--- config.mk ---
export PLATFORM = sky130hd
export DESIGN_NAME = pipe_stage_skid
export DESIGN_NICKNAME = d
export VERILOG_FILES = /design/src/rtl/pipe_pkg.sv /design/src/rtl/pipe_sat_counter.sv /design/src/rtl/pipe_stage_skid.sv
export SDC_FILE = /design/constraint.sdc
export NUM_CORES = 1
export LEC_CHECK = 0
export ABC_AREA = 1
export BUFFER_PORTS_ARGS = -buffer_cell sky130_fd_sc_hd__buf_2
export CAP_MARGIN = 20
export CORE_MARGIN = 1
export CORE_UTILIZATION = 50
export DETAILED_ROUTE_END_ITERATION = 8
export PLACE_DENSITY_LB_ADDON = 0.1
export SETUP_SLACK_MARGIN = 0.05
export SLEW_MARGIN = 20
export SYNTH_ARGS = -nofsm -noshare
export SYNTH_HDL_FRONTEND = slang
export SYNTH_HIERARCHICAL = 1
export SYNTH_SLANG_ARGS = --single-unit
--- constraint.sdc ---
create_clock -name CLK -period 3.9 [get_ports CLK]
set_input_delay 0.39 -clock CLK [delete_from_list [all_inputs] [get_ports CLK]]
set_output_delay 0.39 -clock CLK [all_outputs]
set_load 0.05 [all_outputs]
--- src/rtl/pipe_pkg.sv ---
// Shared definitions for the RV32IM pipeline-stage registers.
//   pipe_state_e   : occupancy state of a pipeline stage (EMPTY / ONE / TWO)
//   *_DEF          : default field and counter widths
//   CTRL_*         : bit positions used when packing a stage's control field
package pipe_pkg;

  typedef enum logic [1:0] {
    EMPTY = 2'b00,
    ONE   = 2'b01,
    TWO   = 2'b10
  } pipe_state_e;

  localparam int DATA_W_DEF = 96;
  localparam int CTRL_W_DEF = 16;
  localparam int CNT_W_DEF  = 16;

  // Control-field layout shared by ID/EX, EX/MEM and MEM/WB.
  localparam int CTRL_REG_WE    = 0;   // register-file write enable
  localparam int CTRL_MEM_RD    = 1;   // load
  localparam int CTRL_MEM_WR    = 2;   // store
  localparam int CTRL_ALU_SRC   = 3;   // 1 = immediate operand
  localparam int CTRL_BRANCH    = 4;
  localparam int CTRL_JUMP      = 5;
  localparam int CTRL_WB_SEL_LO = 6;   // 2-bit write-back mux select
  localparam int CTRL_ALU_OP_LO = 8;   // 5-bit ALU operation
  localparam int CTRL_MUL_DIV   = 13;  // M-extension unit select

endpackage

--- src/rtl/pipe_sat_counter.sv ---
// Performance counter with synchronous clear and optional saturation.
//   CLK    : clock, rising edge
//   RESET  : synchronous, active-high; counter reads 0 afterwards
//   inc    : count this edge
//   clr    : clear this edge (wins over inc)
//   cnt    : current count
module pipe_sat_counter #(
  parameter int CNT_W    = 16,
  parameter bit SATURATE = 1'b1
) (
  input  logic             CLK,
  input  logic             RESET,
  input  logic             inc,
  input  logic             clr,
  output logic [CNT_W-1:0] cnt
);

  // NOTE: sequential state is assigned with <= so every flop samples the
  // pre-edge values; blocking assignments here would create order-dependent
  // simulation results that do not match the synthesised hardware.
  always_ff @(posedge CLK) begin
    if (RESET || clr) begin
      cnt <= '0;
    end else if (inc && (!SATURATE || cnt != '1)) begin
      cnt <= cnt + 1'b1;
    end
  end

endmodule

--- src/rtl/pipe_stage_skid.sv ---
// Generic pipeline-stage register (control + data) with valid/ready handshake.
//   SKID=1 : main + skid entry, in_ready registered (no out_ready -> in_ready path)
//   SKID=0 : single entry, in_ready = out_ready | ~out_valid
// Ports:
//   CLK, RESET          : clock (rising) and synchronous active-high reset
//   flush               : drop held entries, discard this cycle's input, emit a bubble
//   in_valid/in_ready   : upstream handshake, in_ctrl/in_data carried with it
//   out_valid/out_ready : downstream handshake, out_ctrl/out_data presented with it
//   out_ctrl            : forced to 0 whenever out_valid=0 (bubble)
//   stall_cnt/cnt_clr   : saturating count of out_valid & ~out_ready edges, sync clear
module pipe_stage_skid
  import pipe_pkg::*;
#(
  parameter int DATA_W = DATA_W_DEF,
  parameter int CTRL_W = CTRL_W_DEF,
  parameter int SKID   = 1,
  parameter int CNT_W  = CNT_W_DEF
) (
  input  logic              CLK,
  input  logic              RESET,
  input  logic              flush,
  input  logic              in_valid,
  output logic              in_ready,
  input  logic [CTRL_W-1:0] in_ctrl,
  input  logic [DATA_W-1:0] in_data,
  output logic              out_valid,
  input  logic              out_ready,
  output logic [CTRL_W-1:0] out_ctrl,
  output logic [DATA_W-1:0] out_data,
  output logic [CNT_W-1:0]  stall_cnt,
  input  logic              cnt_clr
);

  pipe_state_e       state_q, state_d;
  logic [CTRL_W-1:0] main_ctrl, skid_ctrl;
  logic [DATA_W-1:0] main_data, skid_data;
  logic              accept, take;
  logic              load_main, main_from_skid, load_skid;

  assign out_valid = (state_q != EMPTY);
  assign out_ctrl  = out_valid ? main_ctrl : '0;
  assign out_data  = main_data;

  assign accept = in_valid & in_ready;
  assign take   = out_valid & out_ready;

  // NOTE: every signal written here gets a default first, so no path through
  // the case leaves it unassigned and no latch is inferred.
  always_comb begin
    state_d        = state_q;
    load_main      = 1'b0;
    main_from_skid = 1'b0;
    load_skid      = 1'b0;
    unique case (state_q)
      EMPTY: begin
        if (accept) begin
          load_main = 1'b1;
          state_d   = ONE;
        end
      end
      ONE: begin
        if (accept && take) begin
          load_main = 1'b1;
        end else if (accept) begin
          // Downstream is stalled: park the new entry behind main.
          // Unreachable with SKID=0 because in_ready is then 0.
          load_skid = 1'b1;
          state_d   = TWO;
        end else if (take) begin
          state_d = EMPTY;
        end
      end
      TWO: begin
        if (take) begin
          load_main      = 1'b1;
          main_from_skid = 1'b1;
          state_d        = ONE;
        end
      end
      default: state_d = EMPTY;
    endcase
    if (flush) state_d = EMPTY;
  end

  // NOTE: the data registers are reset as well, because out_data must read 0
  // straight out of reset; this is what keeps them on the reset net.
  always_ff @(posedge CLK) begin
    if (RESET) begin
      state_q   <= EMPTY;
      main_ctrl <= '0;
      main_data <= '0;
      skid_ctrl <= '0;
      skid_data <= '0;
    end else begin
      state_q <= state_d;
      if (flush) begin
        // Control is cleared so a flushed stage can never re-issue side
        // effects; data is left as-is since it is a don't-care in a bubble.
        main_ctrl <= '0;
        skid_ctrl <= '0;
      end else begin
        if (load_main) begin
          main_ctrl <= main_from_skid ? skid_ctrl : in_ctrl;
          main_data <= main_from_skid ? skid_data : in_data;
        end
        if (load_skid) begin
          skid_ctrl <= in_ctrl;
          skid_data <= in_data;
        end
      end
    end
  end

  generate
    if (SKID != 0) begin : g_skid
      logic in_ready_q;
      // Registered ready: low only while both entries will be occupied.
      always_ff @(posedge CLK) begin
        if (RESET) in_ready_q <= 1'b1;
        else       in_ready_q <= (state_d != TWO);
      end
      assign in_ready = in_ready_q;
    end else begin : g_single
      assign in_ready = out_ready | ~out_valid;
    end
  endgenerate

  pipe_sat_counter #(
    .CNT_W    (CNT_W),
    .SATURATE (1'b1)
  ) u_stall_cnt (
    .CLK   (CLK),
    .RESET (RESET),
    .inc   (out_valid & ~out_ready),
    .clr   (cnt_clr),
    .cnt   (stall_cnt)
  );

endmodule

Word-level counts from Yosys, hierarchy flattened
Index checks and enable logic that the tools add are counted.

operators by class
  equal/unequal tests = 4
  multiplexer cells = 17
  $lt $le $gt $ge = 0
  divide/modulo/power cells = 0
  bitwise operators = 5
  $mul = 0
  $add $sub $neg = 1
  shifts and indexed selects = 0
  reduce and logical (&&, ||, !) cells = 8

operator list
  kind                   count
  $mux 96                1
  $mux 16                2
  $add 16x1->16 const B  1
  $ne 16x16->1 const B   1
  $mux 2                 6
  $mux 1                 6
  $pmux 2 s3             1
  $reduce_and 2->1       2
  $and 1x1->1            3
  $pmux 1 s3             1
  $eq 2x1->1 const B     1
  $eq 2x2->1 const B     1
  $logic_and 1x1->1      2
  $logic_not 2->1        1
  $ne 2x2->1 const B     1
  $not 1->1              2
  $reduce_bool 2->1      1
  $reduce_or 2->1        1
  $logic_or 1x1->1       1

word-level totals
  register bits after elaboration = 243
  memory bits (writable) = 0
  bits of input ports = 118
  latch bits = 0
  bits in read-only memories = 0
  word-level logic and storage cells = 42
  memories = 0

Logic depth before layout (Yosys ltp)
Gate-level depths: netlist of the first run.

  depth after elaboration = 8
  gate-level depth with buffers = 10
  mapped depth without buffers = 10

Modules after synthesis
Netlist of the first run, hierarchy kept.

modules (own cells, without submodules)
  module            cells an instance  seq. area each (um^2)  area each (um^2)  instances
  pipe_stage_skid   1613               4544.4                 10436.3           1
  pipe_sat_counter  149                320.3                  950.9             1

Worst setup path before layout of the first run
Ideal clock, no wire load.

  path type = register to register
  start = reg u_stall_cnt.cnt[1]
  end = reg u_stall_cnt.cnt[13]
  slack = 2130 ps
  path buffers = 1
  stages on the path, launching flop included = 8
  required time = 3783 ps
  arrival time = 1653 ps
  cell sequence = dfxtp_1 -> ha_1 -> nand2_1 -> nor2_2 -> nand4_2 -> buf_6 -> a21oi_1 -> nor2_1

on the way
  word-level cells in the longest chain between the ends = 2

ends and longest elaborated chain
  element                                                line                    RTL
  start: declaration                                     pipe_sat_counter.sv:15  output logic [CNT_W-1:0] cnt
  start signal: assignment                               pipe_sat_counter.sv:25  cnt <= cnt + 1'b1;
  branches (longest 2 deep; another with $add 16x1->16)  -

Parallel ways; which one is timed is not known.
A chain may end at the register's enable or synchronous reset.

Worst setup path in the final report of the first run
  start = reg state_q[1]
  end = reg skid_data[24]

on the way
  word-level cells in the longest chain between the ends = 6

ends and longest elaborated chain
  element                         line                    RTL
  start: declaration              pipe_stage_skid.sv:34   pipe_state_e state_q, state_d;
  start signal: assignment        pipe_stage_skid.sv:95   state_q <= state_d;
  $reduce_bool 2->1               pipe_stage_skid.sv:40   assign out_valid = (state_q != EMPTY);
  $and 1x1->1                     pipe_stage_skid.sv:45   assign take = out_valid & out_ready;
  $logic_and 1x1->1               pipe_stage_skid.sv:62   if (accept && take) begin
  $mux 1                          pipe_stage_skid.sv:62
  $mux 1 (*)                      pipe_stage_skid.sv:54   unique case (state_q)
  $reduce_and 2->1 (no line) (*)  -
  end signal: assignment          pipe_stage_skid.sv:108  skid_data <= in_data;
  end: declaration                pipe_stage_skid.sv:36   logic [DATA_W-1:0] main_data, skid_data;

Every way passes the cells marked *; elsewhere a longest branch is shown, timed or not.

==> impl_metrics.tcl, run 1 <==
set metrics [dict create \
    outcome "complete, no violations" \
    synth.avg_cell_area_sq_um 6.46 \
    drt_iter0_markers 643 \
    cts-hold-fix-buffers 0 \
    r2r_start "state_q[1]" \
    drtAntennaViolNets 0 \
    ys_ff_latch 243 \
    antenna_found_initial 7 \
    drive_above_1_share_pct 16.9 \
    grtUsageTotal_pct 24.0 \
    setup.worst_path.start "state_q[1]" \
    dieArea_sq_um 23400 \
    syn_inst 1762 \
    cts_resized 0 \
    worstPathMaxFanout 44 \
    syn_to_final_growth_pct 18.4 \
    final.setup.tns_ps 0 \
    yosysUniqueCellTypes 29 \
    slew_viol_final 0 \
    yosysWarnings 6 \
    layout.nets 2062 \
    gp_congestion 0.824 \
    coreArea_sq_um 22100 \
    r2r_slack_ps 1520 \
    power.density_nw_per_um2 453 \
    route.detailed.drc 0 \
    path_clk_slew_ps 60 \
    finalCritPeriodShare_pct 61.0 \
    worstHoldStart "in_ctrl[8]" \
    dp_cells 2194 \
    syn_area_sq_um 11400 \
    worstSetupPathType "flop to flop" \
    ios 248 \
    clk_latency_ps 530 \
    end_kind "flop" \
    start_util_pct 51.5 \
    critPathRequiredTime_ps 4280 \
    grt_overflow 0 \
    route.vias.total 10800 \
    die_h_um 153 \
    clock-root-buffer "clkbuf_16" \
    power_leakage_nw 6.34 \
    clockBufferDepth 3 \
    cap_violations 0 \
    peakVddDrop_uv 374 \
    grt_max_degree 141 \
    hold_class "input port to flop" \
    worstMarginPinSlew_ps 1000 \
    dp_hpwl_um 17600 \
    start_kind "flop" \
    rsz0062_at_grt "no" \
    dr.pass1.iters 7 \
    cts_tree "done" \
    relSlewSlack_pct 32.9 \
    skew_ps 7.17 \
    cp_data_arrival_time_ps 2760 \
    period_minus_slack_ps 2380 \
    grt_pass1_wl_um 47100 \
    setup_viol 0 \
    viasPerCell 4.80 \
    max_freq_mhz 420 \
    grt_pass1_vias 9635 \
    cts_made_buffers 27 \
    rows 54 \
    htree_levels 1 \
    post_cts_buffers 0 \
    finalHoldViolations 0 \
    seq_area_frac_synth_pct 42.7 \
    instances_no_fill 2247 \
    finalWirelength_um 28300 \
    die_w_um 153 \
    portBuffers 247 \
    routedWlPerCell_um 12.6 \
    clkSinkCount 243 \
    syn-num-nets 1881 \
]
[flip-flops by register name, summed over array words and instances (netlist names)]
name	flops
in_ready	1
main_ctrl	16
out_data	96
skid_ctrl	16
skid_data	96
state_q	2
u_stall_cnt/cnt	16
[logic make-up (layout without fill, tap and decap cells)]
| group | Yosys count | count (layout) | synth area share, % |
|---|---|---|---|
| AND/OR/NAND/NOR | 921 | 921 | 32.7 |
| adder cells (fa/ha/maj) | 1 | 1 | 0.110 |
| flip-flops | 243 | 243 | 42.7 |
| buffers and inverters | 355 | 557 | 13.7 |
| other | 0 | 3 | 0 |
| AO/OA/AOI/OAI | 242 | 242 | 10.7 |
[where the power goes]
part | internal (W) | switching [W] | total [W]
Sequential | 0.00258 | 0.0000490 | 0.00263
Combinational | 0.000222 | 0.000612 | 0.000834
Clock | 0.00164 | 0.00101 | 0.00264
Total | 0.00444 | 0.00167 | 0.00610
[worst paths after layout]
check	end	depth (start not counted)
worst max register to register	skid_data[24]	7
worst min register to register	skid_ctrl[13]	2
worst max-delay path	skid_data[24]	7
worst min-delay path	skid_ctrl[8]	3
[layout make-up]
| cell class | instances | area, sq um |
|---|---|---|
| antenna | 3 | 7.51 |
| clock buffer | 42 | 782 |
| clock inverter | 8 | 144 |
| fill | 2131 | 8610 |
| inverter | 246 | 927 |
| multi-input combinational | 1164 | 4980 |
| sequential | 243 | 4860 |
| tap | 280 | 350 |
| timing repair buffer | 261 | 1420 |
[cell usage after synthesis (all sizes together)]
library cell / count / area, sq um
a211oi: 1 / 7.51
a21boi: 1 / 7.51
a21oi: 117 / 589
buf: 63 / 463
clkbuf: 46 / 173
clkinv: 2 / 7.51
dfxtp: 243 / 4860
ha: 1 / 12.5
inv: 244 / 916
nand2: 494 / 1890
nand3: 116 / 598
nand4: 11 / 75.1
nor2: 299 / 1160
nor3: 1 / 5.00
o21ai: 123 / 619
[critical path, stage by stage (launching register included)]
cell and delay (ps):
dfxtp_1 660, nor2_1 180, nand2_1 90, buf_4 260
clkinv_2 480, buf_12 380, nand3_1 90, a21oi_1 70
[cells in the final DEF, fill, tap and decap left out]
cell       netlist  final
nor2_2           4      4
bufinv_16        0      4
clkbuf_8         0      5
buf_2           25    246
nor3_1           1      1
clkbuf_1        46     10
a211oi_1         1      1
o21ai_1          2      2
nand3_1        114    113
buf_4           18      8
clkinv_1         2      1
dfxtp_1        243    243
nand2_2          7      7
clkbuf_16        0     27
nand3_4          1      3
nand4_1         10     10
o21ai_2          1      1
nor2_1         291    291
buf_6           17      1
a21boi_1         1      1
nand4_2          1      1
inv_1          238    238
inv_6            0      1
ha_1             1      1
a21oi_2          1      1
o21ai_0        120    120
clkinv_2         0      6
nor2_4           4      4
buf_12           0      6
a21oi_1        116    116
diode_2          0      3
nand2_1        485    485
nand2_4          2      2
inv_2            6      4
[metal layers]
layer / up-vias / track usage [%] / routed length (um)
li1: 5731 / - / -
met1: 4765 / 31.2 / 13000
met2: 251 / 40.8 / 13100
met3: 38 / 4.82 / 1640
met4: 4 / 6.20 / 545
met5: - / 0 / 27
[metrics by stage]
step | hold slack [ps] | total power [W] | util (%) | worst slack [ps] | area, sq um
final | 123 | 0.00610 | 61.0 | 1520 | 13500
after global routing | 112 | 0.00637 | 61.0 | 1340 | 13500
after CTS | 110 | 0.00618 | 61.0 | 1520 | 13500
after detailed placement | 440 | 0.00351 | 56.8 | 1520 | 12500
after global placement | 434 | 0.00351 | 56.8 | 1490 | 12500
after floorplan | 425 | 0.00329 | - | 2130 | 11400
(Power assumes the default switching activity.)
==> inputs of run 2 (changes only) <==
- CORE_UTILIZATION: 50 -> 49
- clock period: 3.9 -> 1.9 ns (I/O delays scaled with it)
==> run 2 against run 1 <==
Net effect: global-route usage is 0.14 points higher; combinational power grew 130%; design area grew 10%; flip-flop and latch count did not move; count of clock-buffer cells in the layout shrank 3.
==> impl_metrics.tcl, run 2 (same netlist as run 1, synthesis figures left out) <==
set metrics [dict create \
    cp_slowest_cell "dfxtp_2" \
    power_frac_comb_pct 15.3 \
    grt_pass1_wl_um 48400 \
    finalHoldViolations 0 \
    outcome "complete, no violations" \
    final_util_pct 65.3 \
    grtUsageTotal_pct 24.2 \
    drtAntennaViolNets 0 \
    grt_overflow 0 \
    period_minus_slack_ps 1770 \
    path_clk_slew_ps 60 \
    relSlewSlack_pct 58.5 \
    setup_ws_ps 126 \
    dp_hpwl_um 18000 \
    place_ws_ps 251 \
    gp_congestion 0.809 \
    coreArea_sq_um 22700 \
    setup_viol 0 \
    viasPerCell 4.82 \
    route.detailed.drc 0 \
    dieArea_sq_um 23900 \
    pwr-share-clk_pct 42.4 \
    clk_latency_ps 530 \
    finalCritPeriodShare_pct 93.4 \
    worstMarginPinSlew_ps 622 \
    htree_levels 1 \
    finalWirelength_um 29700 \
    cts_made_buffers 27 \
    final_common_cell "nand2_1" \
    end_kind "primary output" \
    start_util_pct 50.1 \
    rows 55 \
    crit_top_cell "buf_4" \
    start_kind "flop" \
    crit_chain "nor2_2 -> buf_4 -> nor2_1 -> buf_4" \
    die_w_um 154 \
    antenna_found_initial 2 \
    worstPathMaxFanout 16 \
    max_stage_delay_ps 390 \
    grt_max_degree 124 \
    clockBufferDepth 3 \
    dr.pass1.iters 5 \
    worstSetupPathType "flop to primary output" \
    peakVddDrop_uv 681 \
    max_freq_mhz 564 \
    drive_above_1_share_pct 16.6 \
    grt_pass1_vias 10100 \
    route.vias.total 11400 \
    final.setup.tns_ps 0 \
    clock-root-buffer "clkbuf_16" \
    cts_tree "done" \
    p_seq_share_pct 42.3 \
    switchingPower_w 0.00347 \
    syn_to_final_growth_pct 30.2 \
    hold_class "input port to flop" \
    critPathRequiredTime_ps 1710 \
    power_leakage_nw 6.91 \
    power_w 0.0127 \
    portBuffers 247 \
    p_int_w 0.00927 \
    r2r_start "state_q[1]" \
    ios 248 \
    skew_ps 13.2 \
    routedWlPerCell_um 12.5 \
    cp_data_arrival_time_ps 1580 \
    mostFrequentLayoutCells "485 x nand2_1, 290 x nor2_1, 242 x dfxtp_1" \
    layout.nets 2188 \
    switching_share_pct 27.3 \
    filler_cell_count 2071 \
    rsz0062_at_grt "no" \
    reg2reg_depth 7 \
    hold-path-cell-count 4 \
    setup.worst_path.start "state_q[1]" \
    clkSinkCount 243 \
    holdWs_ps 40.5 \
    die_h_um 154 \
    cap_violations 0 \
    worstHoldStart "flush" \
    drt_iter0_markers 802 \
    power.density_nw_per_um2 859 \
    slew_viol_final 0 \
]
[run 2: cell count changes in the layout (fill, tap and decap cells not counted), sizes merged]
cell,before,now
buf,261,272
clkbuf,42,40
diode,3,2
clkinv,7,8
dlygate4sd3,0,114
[run 2: cell type report]
class                           instances  area [sq um]  area share (%)
Antenna cell                            2          5.00          0.0337
Clock buffer                           39           771            5.20
Clock inverter                          9           149            1.00
Inverter                              246           927            6.25
Multi-Input combinational cell       1164          4990            33.6
Sequential cell                       243          4870            32.8
Tap cell                              285           357            2.40
Timing Repair Buffer                  387          2770            18.7
[run 2: repair_timing]
action,CTS,global route
endpoints found under the setup margin,7,12
buffers inserted,0,0
hold buffers,114,0
endpoints found under the hold margin,117,0
gates resized for setup,7,3
gates cloned,0,0
[run 2: worst max-delay path, delay by kind of cell (launching register included)]
kind,cells,cell delay [ps]
buf+inv,2,430
flops,1,390
simple gates,2,240
[run 2: metrics by stage]
stage / instances / area (sq um)
detailed placement: 2211 / 12700
global placement: 2211 / 12700
CTS: 2373 / 14800
floorplan: 1762 / 11400
finish: 2375 / 14800
global route: 2375 / 14800
[run 2: power groups by stage]
stage	Clock [W]	Combinational [W]	Sequential (W)
after floorplan	0	0.000736	0.00602
after global placement	0	0.00174	0.00550
after detailed placement	0	0.00175	0.00550
after CTS	0.00553	0.00194	0.00539
after global routing	0.00574	0.00212	0.00541
final	0.00541	0.00194	0.00539
[run 2: path summary, 6_finish.rpt]
kind                                endpoint  slack [ps]
worst max-delay path             out_ctrl[7]         130
worst max register to register    state_q[0]         270
worst min-delay path            skid_ctrl[8]          40
worst min register to register  skid_ctrl[1]         450
[run 2: per-layer routing]
| metal | vias to the layer above | wire [um] | GRT usage, % |
|---|---|---|---|
| li1 | 5977 | - | - |
| met1 | 5139 | 13800 | 32.0 |
| met2 | 284 | 14000 | 41.6 |
| met3 | 37 | 1480 | 3.22 |
| met4 | 0 | 502 | 5.99 |
| met5 | - | 0 | 0 |
